==> src/rtl/controller_port_poller.sv <==
// Polls NUM_PORTS serial NES-style pads on a fixed latch/clock schedule and
// emulates the CPU-visible strobe/read shift registers on the latest complete snapshot.
module controller_port_poller #(
    parameter int NUM_PORTS   = 2,
    parameter int BITS        = 8,
    parameter int CLK_DIV     = 30,
    parameter int POLL_PERIOD = 1000,
    parameter int AUTO_POLL   = 1
) (
    input  logic                      i_clk,
    input  logic                      i_reset_n,
    input  logic                      i_clk_en,
    input  logic                      i_strobe,
    input  logic [NUM_PORTS-1:0]      i_read,
    output logic [NUM_PORTS-1:0]      o_data,
    input  logic                      i_poll_req,
    output logic                      o_controller_latch,
    output logic                      o_controller_clk,
    input  logic [NUM_PORTS-1:0]      i_controller,
    output logic [NUM_PORTS*BITS-1:0] o_buttons,
    output logic                      o_snapshot_valid,
    output logic                      o_busy
);

    localparam int MAX_A = (CLK_DIV > POLL_PERIOD) ? CLK_DIV : POLL_PERIOD;
    localparam int MAX_V = (MAX_A > BITS) ? MAX_A : BITS;
    localparam int CW    = $clog2(MAX_V + 1);

    localparam logic [CW-1:0] DIV_LAST  = CW'(CLK_DIV - 1);
    localparam logic [CW-1:0] BIT_LAST  = CW'(BITS - 1);
    localparam logic [CW-1:0] WAIT_LAST = CW'(POLL_PERIOD);

    typedef enum logic [2:0] {
        IDLE, LATCH, SAMPLE, CLK_LOW, CLK_HIGH, DONE, WAIT
    } state_t;

    state_t          state;
    logic [CW-1:0]   cnt;
    logic [CW-1:0]   bit_idx;
    logic [BITS-1:0] shreg  [NUM_PORTS];
    logic [BITS-1:0] cpu_sr [NUM_PORTS];
    logic            strobe_q;

    // Read-shift of the CPU register: empty positions fill with 1 like the real pad.
    function automatic logic [BITS-1:0] shift_in_one(input logic [BITS-1:0] v);
        logic [BITS-1:0] r;
        r           = v >> 1;
        r[BITS-1]   = 1'b1;
        return r;
    endfunction

    assign o_busy = (state != IDLE) && (state != WAIT);

    always_ff @(posedge i_clk) begin
        if (!i_reset_n) begin
            state              <= IDLE;
            cnt                <= '0;
            bit_idx            <= '0;
            o_controller_latch <= 1'b0;
            o_controller_clk   <= 1'b1;
            o_buttons          <= '0;
            o_snapshot_valid   <= 1'b0;
        end else begin
            o_snapshot_valid <= 1'b0;
            case (state)
                IDLE: begin
                    if (AUTO_POLL != 0 || i_poll_req) begin
                        state              <= LATCH;
                        o_controller_latch <= 1'b1;
                        cnt                <= '0;
                    end
                end
                LATCH: begin
                    if (cnt == DIV_LAST) begin
                        state              <= SAMPLE;
                        o_controller_latch <= 1'b0;
                        cnt                <= '0;
                        bit_idx            <= '0;
                    end else begin
                        cnt <= cnt + 1'b1;
                    end
                end
                SAMPLE: begin
                    if (bit_idx == BIT_LAST) begin
                        state <= DONE;
                    end else begin
                        state            <= CLK_LOW;
                        o_controller_clk <= 1'b0;
                        cnt              <= '0;
                    end
                end
                CLK_LOW: begin
                    if (cnt == DIV_LAST) begin
                        state            <= CLK_HIGH;
                        o_controller_clk <= 1'b1;
                        cnt              <= '0;
                    end else begin
                        cnt <= cnt + 1'b1;
                    end
                end
                CLK_HIGH: begin
                    if (cnt == DIV_LAST) begin
                        state   <= SAMPLE;
                        bit_idx <= bit_idx + 1'b1;
                        cnt     <= '0;
                    end else begin
                        cnt <= cnt + 1'b1;
                    end
                end
                DONE: begin
                    for (int p = 0; p < NUM_PORTS; p++)
                        o_buttons[p*BITS +: BITS] <= shreg[p];
                    o_snapshot_valid <= 1'b1;
                    state            <= WAIT;
                    cnt              <= '0;
                end
                WAIT: begin
                    if (i_poll_req) begin
                        state              <= LATCH;
                        o_controller_latch <= 1'b1;
                        cnt                <= '0;
                    end else if (cnt == WAIT_LAST) begin
                        state <= IDLE;
                    end else begin
                        cnt <= cnt + 1'b1;
                    end
                end
                default: state <= IDLE;
            endcase
        end
    end

    // Snapshot capture is pure data; a reset just leaves a stale partial word behind.
    always_ff @(posedge i_clk) begin
        if (state == SAMPLE) begin
            for (int p = 0; p < NUM_PORTS; p++)
                for (int b = 0; b < BITS; b++)
                    if (bit_idx == CW'(b))
                        shreg[p][b] <= ~i_controller[p];
        end
    end

    always_ff @(posedge i_clk) begin
        if (!i_reset_n) begin
            strobe_q <= 1'b0;
            o_data   <= '0;
            for (int p = 0; p < NUM_PORTS; p++)
                cpu_sr[p] <= '0;
        end else if (i_clk_en) begin
            strobe_q <= i_strobe;
            for (int p = 0; p < NUM_PORTS; p++) begin
                // Strobe high or its falling edge reloads; the load beats any read shift.
                if (i_strobe || strobe_q)
                    cpu_sr[p] <= o_buttons[p*BITS +: BITS];
                else if (i_read[p])
                    cpu_sr[p] <= shift_in_one(cpu_sr[p]);
                if (i_read[p])
                    o_data[p] <= (strobe_q && !i_strobe) ? o_buttons[p*BITS] : cpu_sr[p][0];
            end
        end
    end

endmodule
==> config.mk <==
export PLATFORM = sky130hd
export DESIGN_NAME = controller_port_poller
export DESIGN_NICKNAME = d
export VERILOG_FILES = /design/src/rtl/controller_port_poller.sv
export SDC_FILE = /design/constraint.sdc
export NUM_CORES = 1
export LEC_CHECK = 0
export ABC_AREA = 1
export CAP_MARGIN = 25
export CORE_MARGIN = 5
export CORE_UTILIZATION = 30
export CTS_BUF_LIST = sky130_fd_sc_hd__clkbuf_4 sky130_fd_sc_hd__clkbuf_8 sky130_fd_sc_hd__clkbuf_16
export DETAILED_ROUTE_END_ITERATION = 10
export PLACE_DENSITY_LB_ADDON = 0.25
export REMOVE_ABC_BUFFERS = 1
export SLEW_MARGIN = 30
export SYNTH_ARGS = -nofsm -noshare
export SYNTH_HDL_FRONTEND = slang
export SYNTH_SLANG_ARGS = --single-unit
==> constraint.sdc <==
create_clock -name i_clk -period 3.3 [get_ports i_clk]
set_input_delay 0.495 -clock i_clk [delete_from_list [all_inputs] [get_ports i_clk]]
set_output_delay 0.495 -clock i_clk [all_outputs]
set_load 0.05 [all_outputs]
==> impl_results.md <==
* Status: finished clean
* Largest cells by area after synthesis: edfxtp_1 (25%), dfxtp_1 (25%), nand2_1 (8.6%), inv_1 (7.5%), a21oi_1 (6.5%)
* Final period util at 0.831
* Multi-input gate area in the final layout at 1480 um^2
* Max Cap Viol at 0
* P_leak at 1.69 nW
* Min Tclk post-route at 2740 ps
* Mapped Cells at 466
* Die span in y at 121 um
* Most frequent cells in the layout: nand2_1 (85), inv_1 (74), nor2_1 (50)
* Reg2Reg Launch Point: cnt[0]
* Hold endpoint: o_buttons[13]
* Hold Fails Final Rpt at 0
* Via count at 3,019
* IO Pins at 31
* Area delta synth->final at 19.4%
* Dpl ws at 814 ps
* Post-CTS sizing at 0
* Sequential share of the synthesized area at 0.502
* Most common cell after layout, fill and taps aside: nand2_1
* Synth area leader: edfxtp_1
* FF/Latch Area at 1850 um^2
* Flops & latches, synth at 77
* Setup CP Type: reg -> out
* Share of layout cells above drive strength 1 at 0.0640
* WL final at 8150 um
* CP bufs+invs at 1
* Antenna viol nets, final at 0
* Fin nets at 511
* Setup TNS at 0 ps
* Post-Layout Inst Area at 4410 um^2
* Crit end category: output port
* WP data required at 2800 ps
* GR Overflow Total at 0
* Critical-path maximum fanout at 7
* Clock sinks at 77
* Root Buffer: clkbuf_16
* Crit start category: flip-flop
* # fillers at 1,237
* First-pass GRT wire length at 13,700 um
* Post-CTS Setup Inserts at 0
* Worst R2R Setup Slack at 1370 ps
* RSZ-0062 raised after global routing: no
* Vias in the first global route at 2,907
* FP Rows at 40
* Delay-heaviest family, CP: buffers and inverters
* Critical-path cell with the highest stage delay: clkdlybuf4s50_1
* Tot Pwr at 2.83 mW
* Die width at 121 um
* 1st-iter DRT viols at 200
* GRT Util Overall at 0.118
* Critical Path Max Stage Delay at 740 ps
* Slew Limit Fails at 0
* Power density over the cells at 643 nW/um^2
* Number of distinct library cells after synthesis at 33
* Hold slack at 474 ps
* DRC viols at 0
* RePlAce Congestion at 0.837
* Syn avg cell area at 7.92 um^2
* Slew HR at 0.480
* Total CTS buffers at 9
* R2R cell count at 10
* Yosys warns at 0
* CTS tree: built
* Max Clock Skew at 7.11 ps
* Post-DP HPWL at 6040 um
* CTS Hold Bufs at 0
* H-tree levels at 3
* Die area at 14,600 um^2
* Buffers on Ports at 30
* CTS max path bufs at 2
* Start point of the worst hold path: o_buttons[13]
* Initial antenna violation count at 0
* Mapped Area at 3690 um^2
* Initial Utilization at 0.307
* Placed instance area at 4110 um^2
* Reg clk slew, reported paths at 60 ps
* Avg WL per Cell at 12.6 um
* Hold depth at 2
* Number of diodes at 0
* Top achievable clock speed at 0.364 GHz
* Worst Hold Class: reg -> reg
* Core box area at 12,000 um^2
* Reg2reg end: cnt[5]
* Arrival @ worst endpoint at 2250 ps
* Worst IR drop on VDD at 0.000385 V
* Final worst slack at 556 ps
* First-pass DRT Iterations at 4
* Top-area cell type share of the netlist area at 0.252
* Worst skew pair latency at 330 ps
* Final setup violation count at 0
* Worst path cell trace: nand2_1 -> nor2_1 -> a21oi_1 -> clkdlybuf4s50_1
* Worst Tran Pin Value at 776 ps
* Vias/cell at 4.67
* Largest net degree at the start of global routing at 35
cell usage after synthesis (all sizes together):
cell type / instances
nand4: 9
nor3b: 1
o22ai: 7
o21a: 2
clkbuf: 8
o21ai: 33
xor2: 1
or2: 1
o211ai: 3
nor4: 3
nand3: 33
dfxtp: 46
ha: 7
nor3: 8
buf: 5
o21bai: 1
nor2: 53
nand2: 90
a21oi: 48
inv: 76
edfxtp: 31
through the flow:
step / utilization / cells
floorplan: - / 453
global placement: 0.342 / 631
detailed placement: 0.342 / 631
CTS: 0.367 / 647
global route: 0.367 / 647
finish: 0.367 / 647
tightest hold or removal path, delay by kind of cell, from the launching register on:
family	cells	cell delay (ps)
buffers and inverters	1	70
flip-flops	1	310
AO/OA/AOI/OAI	1	60
registers in the layout, indices dropped and copies added (netlist names):
signal,flops
o_controller_clk,1
state,3
o_snapshot_valid,1
strobe_q,1
o_data,2
o_controller_latch,1
o_buttons,16
bit_idx,10
cnt,10
cpu_sr,16
shreg,16
layer usage:
layer,track usage,vias to the layer above,part of all wire
met5,0,-,0
met4,0.0418,0,0.015
met3,0.0373,10,0.052
met2,0.199,57,0.45
met1,0.142,1359,0.48
li1,-,1593,-
cell families after synthesis:
| family | synth area share |
|---|---|
| xor+xnor | 0.00237 |
| fa+ha+maj | 0.0237 |
| flops | 0.502 |
| compound gates | 0.134 |
| buf+inv | 0.0984 |
| simple gates | 0.239 |
worst max path at each step:
stage	depth (start not counted)	to	start
after floorplan	2	o_busy	state[0]
after global placement	6	cpu_sr[0][1]	i_reset_n
after detailed placement	6	cpu_sr[0][3]	i_reset_n
after CTS	4	o_busy	state[2]
after global routing	4	o_busy	state[2]
final	4	o_busy	state[2]
where the power goes:
part | leakage, nW | switching (mW) | internal [mW]
sequential | 0.679 | 0.0668 | 1.08
clock | 0.146 | 0.381 | 0.594
combinational | 0.866 | 0.494 | 0.220
total | 1.69 | 0.941 | 1.89
layout make-up:
cell class / instances / share of cell area
timing repair buffer: 31 / 0.0699
clock inverter: 6 / 0.0148
inverter: 76 / 0.0648
tap: 147 / 0.0417
multi-input combinational: 300 / 0.336
clock buffer: 10 / 0.0528
sequential: 77 / 0.420
Note: power is estimated with default switching activity, not from simulation.
==> patch 1 (same settings) <==
Change the parameter `AUTO_POLL` from 1 to 0.
--- a/src/rtl/controller_port_poller.sv
+++ b/src/rtl/controller_port_poller.sv
@@ -6,5 +6,5 @@
     parameter int CLK_DIV     = 30,
     parameter int POLL_PERIOD = 1000,
-    parameter int AUTO_POLL   = 1
+    parameter int AUTO_POLL   = 0
 ) (
     input  logic                      i_clk,
Formal check against the unedited RTL: not equivalent (Yosys sat finds a counterexample within 4 cycles, from zero or initial values and one cycle with i_reset_n low).
==> patch 1 against the unedited design <==
- final area is 2.3% higher
- combinational power increased by 8.8%
- utilization increased by 0.68 points
- sequential cell count unchanged
- register-to-register slack better by 0.06 ns
- setup slack gained 0.20 ns
- power is 3.3% higher
- routed wire length is 3.9% lower
- clock power increased by 2.1%
- area after synthesis rose by 0.88%
==> patch 1: results <==
metrics = {
    "timing": {
        "tightest_slew_ns": 0.718,
        "skew_ns": 0.00648,
    },
    "drt": {
        "firstDrtPassIters": 4,
        "drtIter0Drc": 193,
        "drt-wirelength-per-cell_um": 11.7,
        "vias": 3019,
    },
    "hold_path": {
        "hold_end": "cpu_sr[1][7]",
        "min_from": "cpu_sr[1][7]",
        "whs_path_depth": 2,
        "hold_path_class": "reg2reg",
    },
    "logic_synthesis": {
        "ys_seq_area_share_pct": 49.8,
        "synth_common_cells": "90 x nand2_1, 67 x nor2_1, 57 x inv_1, 46 x dfxtp_1, 40 x o21ai_0",
        "async_reset_ff_share_pct": 0,
        "syn-instance-count": 463,
        "ys.flop_type": "dfxtp_1",
        "synth.top_cells.by_area": "edfxtp_1 25%, dfxtp_1 25%, nand2_1 9.1%",
        "synth_cell_types": 35,
        "synth_edf_count": 31,
        "ys.warnings.count": 0,
    },
    "critical_path": {
        "reg2reg_depth": 5,
        "critPathKind": "reg2out",
        "regToRegSetupSlack_ns": 1.43,
        "worstPathArrival_ns": 2.05,
        "r2r_start": "state[0]",
        "r2r-end": "shreg[0][6]",
        "crit_fanout": 6,
    },
    "global_routing": {
        "grt_max_degree": 33,
        "grtUsageTotal_pct": 11.1,
        "antenna_found_initial": 0,
        "grt_pass1_wl_um": 13100,
        "first_global_vias": 2800,
    },
    "clocking": {
        "cts_buffers": 9,
        "insertion_delay_ns": 0.33,
        "clock-root-buffer": "clkbuf_16",
        "cts_setup_buffers": 0,
        "clock_path_buffers": 2,
        "cts-resized-gates": 0,
        "cts.clk_slew.worst_paths_ns": 0.06,
        "htree_levels": 3,
    },
    "final_layout": {
        "fillers": 1237,
        "fin_nets": 512,
        "largest_registers": "cpu_sr x16, o_buttons x16, shreg x16",
        "final-instance-count-excl-fill": 669,
        "diodes": 0,
        "layout-drive-gt1-share_pct": 10.4,
    },
    "placed_design": {
        "dp_cells": 653,
        "post-dp-hpwl_um": 5760,
        "io_buffers": 30,
        "gp_congestion": 0.820,
    },
    "run_status": {
        "status": "finished, final reports clean",
    },
    "pwr": {
        "p_leak_uw": 0.00181,
        "ir_drop_mv": 0.365,
    },
    "flow_run": {
        "cap_violations": 0,
    },
}
## patch 1: cell type report
class | count | area, sq um | share of cell area, %
Timing Repair Buffer | 33 | 323 | 7.16
Sequential cell | 77 | 1850 | 41.1
Clock buffer | 12 | 260 | 5.78
Inverter | 63 | 236 | 5.25
Multi-Input combinational cell | 312 | 1580 | 35.0
Tap cell | 168 | 210 | 4.67
Clock inverter | 4 | 47.5 | 1.06
## patch 1: worst max-delay path by stage
stage | slack (ns) | cells past startpoint | endpoint
final | 0.75 | 5 | o_busy
after global routing | 0.59 | 5 | o_busy
after CTS | 0.74 | 5 | o_busy
after detailed placement | 0.75 | 8 | cpu_sr[0][1]
after global placement | 0.84 | 8 | cpu_sr[0][1]
after floorplan | 1.61 | 7 | cpu_sr[0][0]
## patch 1: cells by family after synthesis
family | share of synthesized area [%]
AND/OR/NAND/NOR | 28.1
flip-flops | 49.8
adder cells (fa/ha/maj) | 2.35
XOR/XNOR | 0.706
AO/OA/AOI/OAI | 11.2
buffers and inverters | 7.87
## patch 1: critical path, cell delays in order, from the launching register on
cell and delay (ns):
dfxtp_1 0.50, inv_2 0.09, nand3_2 0.11, o21ai_0 0.14, inv_1 0.09, clkdlybuf4s50_1 0.80
## patch 1: report_power, final
part | total, uW | switching [uW] | internal, uW
combinational | 777 | 535 | 242
sequential | 1160 | 79.8 | 1080
clock | 994 | 362 | 632
## patch 1: routing by layer
layer / part of all wire (%) / global-route usage (%)
met1: 49 / 14.4
met2: 46 / 18.1
met4: 1.5 / 4.41
met3: 4.1 / 2.10
met5: 0 / 0
## patch 1: stage by stage
step | util [%] | area [sq um] | hold slack, ns | setup slack, ns
after floorplan | - | 3660 | 0.429 | 1.61
after global placement | 34.8 | 4200 | 0.449 | 0.839
after detailed placement | 34.8 | 4200 | 0.455 | 0.747
after CTS | 37.4 | 4510 | 0.469 | 0.743
after global routing | 37.4 | 4510 | 0.488 | 0.593
final | 37.4 | 4510 | 0.464 | 0.754
==> patch 2 (same settings) <==
Without the edit above. Encoding of `state_t`: now one-hot (7 bits for 7 states).
--- a/src/rtl/controller_port_poller.sv
+++ b/src/rtl/controller_port_poller.sv
@@ -31,6 +31,6 @@
     localparam logic [CW-1:0] WAIT_LAST = CW'(POLL_PERIOD);
 
-    typedef enum logic [2:0] {
-        IDLE, LATCH, SAMPLE, CLK_LOW, CLK_HIGH, DONE, WAIT
+    typedef enum logic [6:0] {
+        IDLE = 7'b0000001, LATCH = 7'b0000010, SAMPLE = 7'b0000100, CLK_LOW = 7'b0001000, CLK_HIGH = 7'b0010000, DONE = 7'b0100000, WAIT = 7'b1000000
     } state_t;
 
Behaviour: no difference found for any inputs over 10 cycles, from zero or initial values and one cycle with i_reset_n low; not proved beyond that.
==> patch 2 against the unedited design <==
- hold slack gained 0.0014 ns
- power shrank 4.8%
- sequential share of layout area shrank 1.7 points
- clock power shrank 2.9%
- setup slack gained 0.22 ns
- sequential cell count grew 4
- largest cell class unchanged
- die area grew 8.7%
- final cell count grew 14%
- clock skew grew 0.0031 ns
- final area grew 8.6%
- area after synthesis grew 9.5%
- routed wire length grew 14%
==> patch 2: results <==
metrics = {
    "logic_synthesis": {
        "synth.top_cells.by_area": "dfxtp_1 25%, edfxtp_1 23%, nand2_1 11%",
        "async_reset_ff_share_pct": 0,
        "synthAdderAreaFrac_pct": 2.17,
        "synth-xor-area-share_pct": 1.73,
        "synth_cell_types": 36,
        "synth_compound_area_share_pct": 11.3,
        "ys_seq_area_share_pct": 47.8,
        "synth_common_cells": "113 x nand2_1, 75 x nor2_1, 56 x inv_1, 50 x dfxtp_1, 39 x a21oi_1",
    },
    "drt": {
        "top_layer": "met4",
        "drt-met1-wl_um": 4560,
        "drtIter0Drc": 288,
        "wl_met3_um": 369,
        "wl_met2_um": 4240,
        "vias": 3420,
    },
    "global_routing": {
        "grt_pass1_wl_um": 15500,
        "grt_use_met3_pct": 2.37,
        "first_global_vias": 3205,
        "gr-usage-met1_pct": 16.0,
        "grt_max_degree": 28,
        "grtUsageTotal_pct": 11.7,
        "met2_usage_pct": 18.3,
    },
    "clocking": {
        "cts.sinks": 81,
    },
    "hold_path": {
        "min_from": "strobe_q",
        "hold_end": "strobe_q",
    },
    "critical_path": {
        "r2r_start": "state[1]",
        "regToRegSetupSlack_ns": 1.28,
        "r2r-end": "cnt[2]",
        "crit_fanout": 9,
    },
    "timing": {
        "tightest_slew_ns": 0.562,
        "holdWs_ns": 0.476,
        "skew_ns": 0.0102,
    },
    "pwr": {
        "p_leak_uw": 0.00191,
        "ir_drop_mv": 0.244,
    },
    "final_layout": {
        "layout-drive-gt1-share_pct": 8.93,
        "fillers": 1377,
        "fin_nets": 571,
    },
    "placed_design": {
        "post-place-ws_ns": 0.751,
        "gp_congestion": 0.807,
        "post-dp-hpwl_um": 6780,
        "placed_area_sq_um": 4510,
    },
    "run_status": {
        "status": "finished, final reports clean",
    },
}
-- patch 2: per-stage QoR --
stage          total power (uW)  cells  utilization [%]
3_3_place_gp               1770    720             34.0
6_report                   2700    736             36.1
2_1_floorplan              1600    512                -
3_5_place_dp               1780    720             34.0
5_1_grt                    2840    736             36.1
4_1_cts                    2730    736             36.1
-- patch 2: worst max-delay path, cell delays in order (launching register included) --
cell and delay [ns]:
dfxtp_1 0.39, inv_2 0.07, nand3_2 0.13, nor2_8 0.08, nor2_1 0.17, clkdlybuf4s50_1 0.84
-- patch 2: how the worst max path moves through the flow --
stage / start / to / slack [ns] / cells after the start
after floorplan: state[1] / cnt[9] / 1.41 / 9
after global placement: i_reset_n / cpu_sr[0][3] / 0.86 / 6
after detailed placement: i_reset_n / cpu_sr[0][2] / 0.75 / 6
after CTS: state[1] / o_busy / 0.74 / 5
after global routing: state[1] / o_busy / 0.71 / 5
final: state[4] / o_busy / 0.78 / 5
-- patch 2: layout make-up --
cell class / instances / area [sq um] / share of cell area (%)
clock buffers: 9 / 225 / 4.71
clock inverters: 7 / 53.8 / 1.12
inverters: 68 / 255 / 5.33
multi-input cells: 363 / 1780 / 37.3
flip-flops and latches: 81 / 1930 / 40.4
well taps: 176 / 220 / 4.60
repair buffers: 32 / 315 / 6.59
-- patch 2: cell families (layout without fill, tap and decap cells) --
| family | after synthesis | in the layout |
|---|---|---|
| AO/OA/AOI/OAI | 88 | 88 |
| adder cells (fa/ha/maj) | 7 | 7 |
| AND/OR/NAND/NOR | 260 | 260 |
| buffers and inverters | 81 | 116 |
| XOR/XNOR | 8 | 8 |
| flip-flops | 81 | 81 |
-- patch 2: power by group --
group	internal (uW)	switching, uW	total, uW
clock	518	428	946
sequential	1100	68.2	1170
combinational	175	409	585
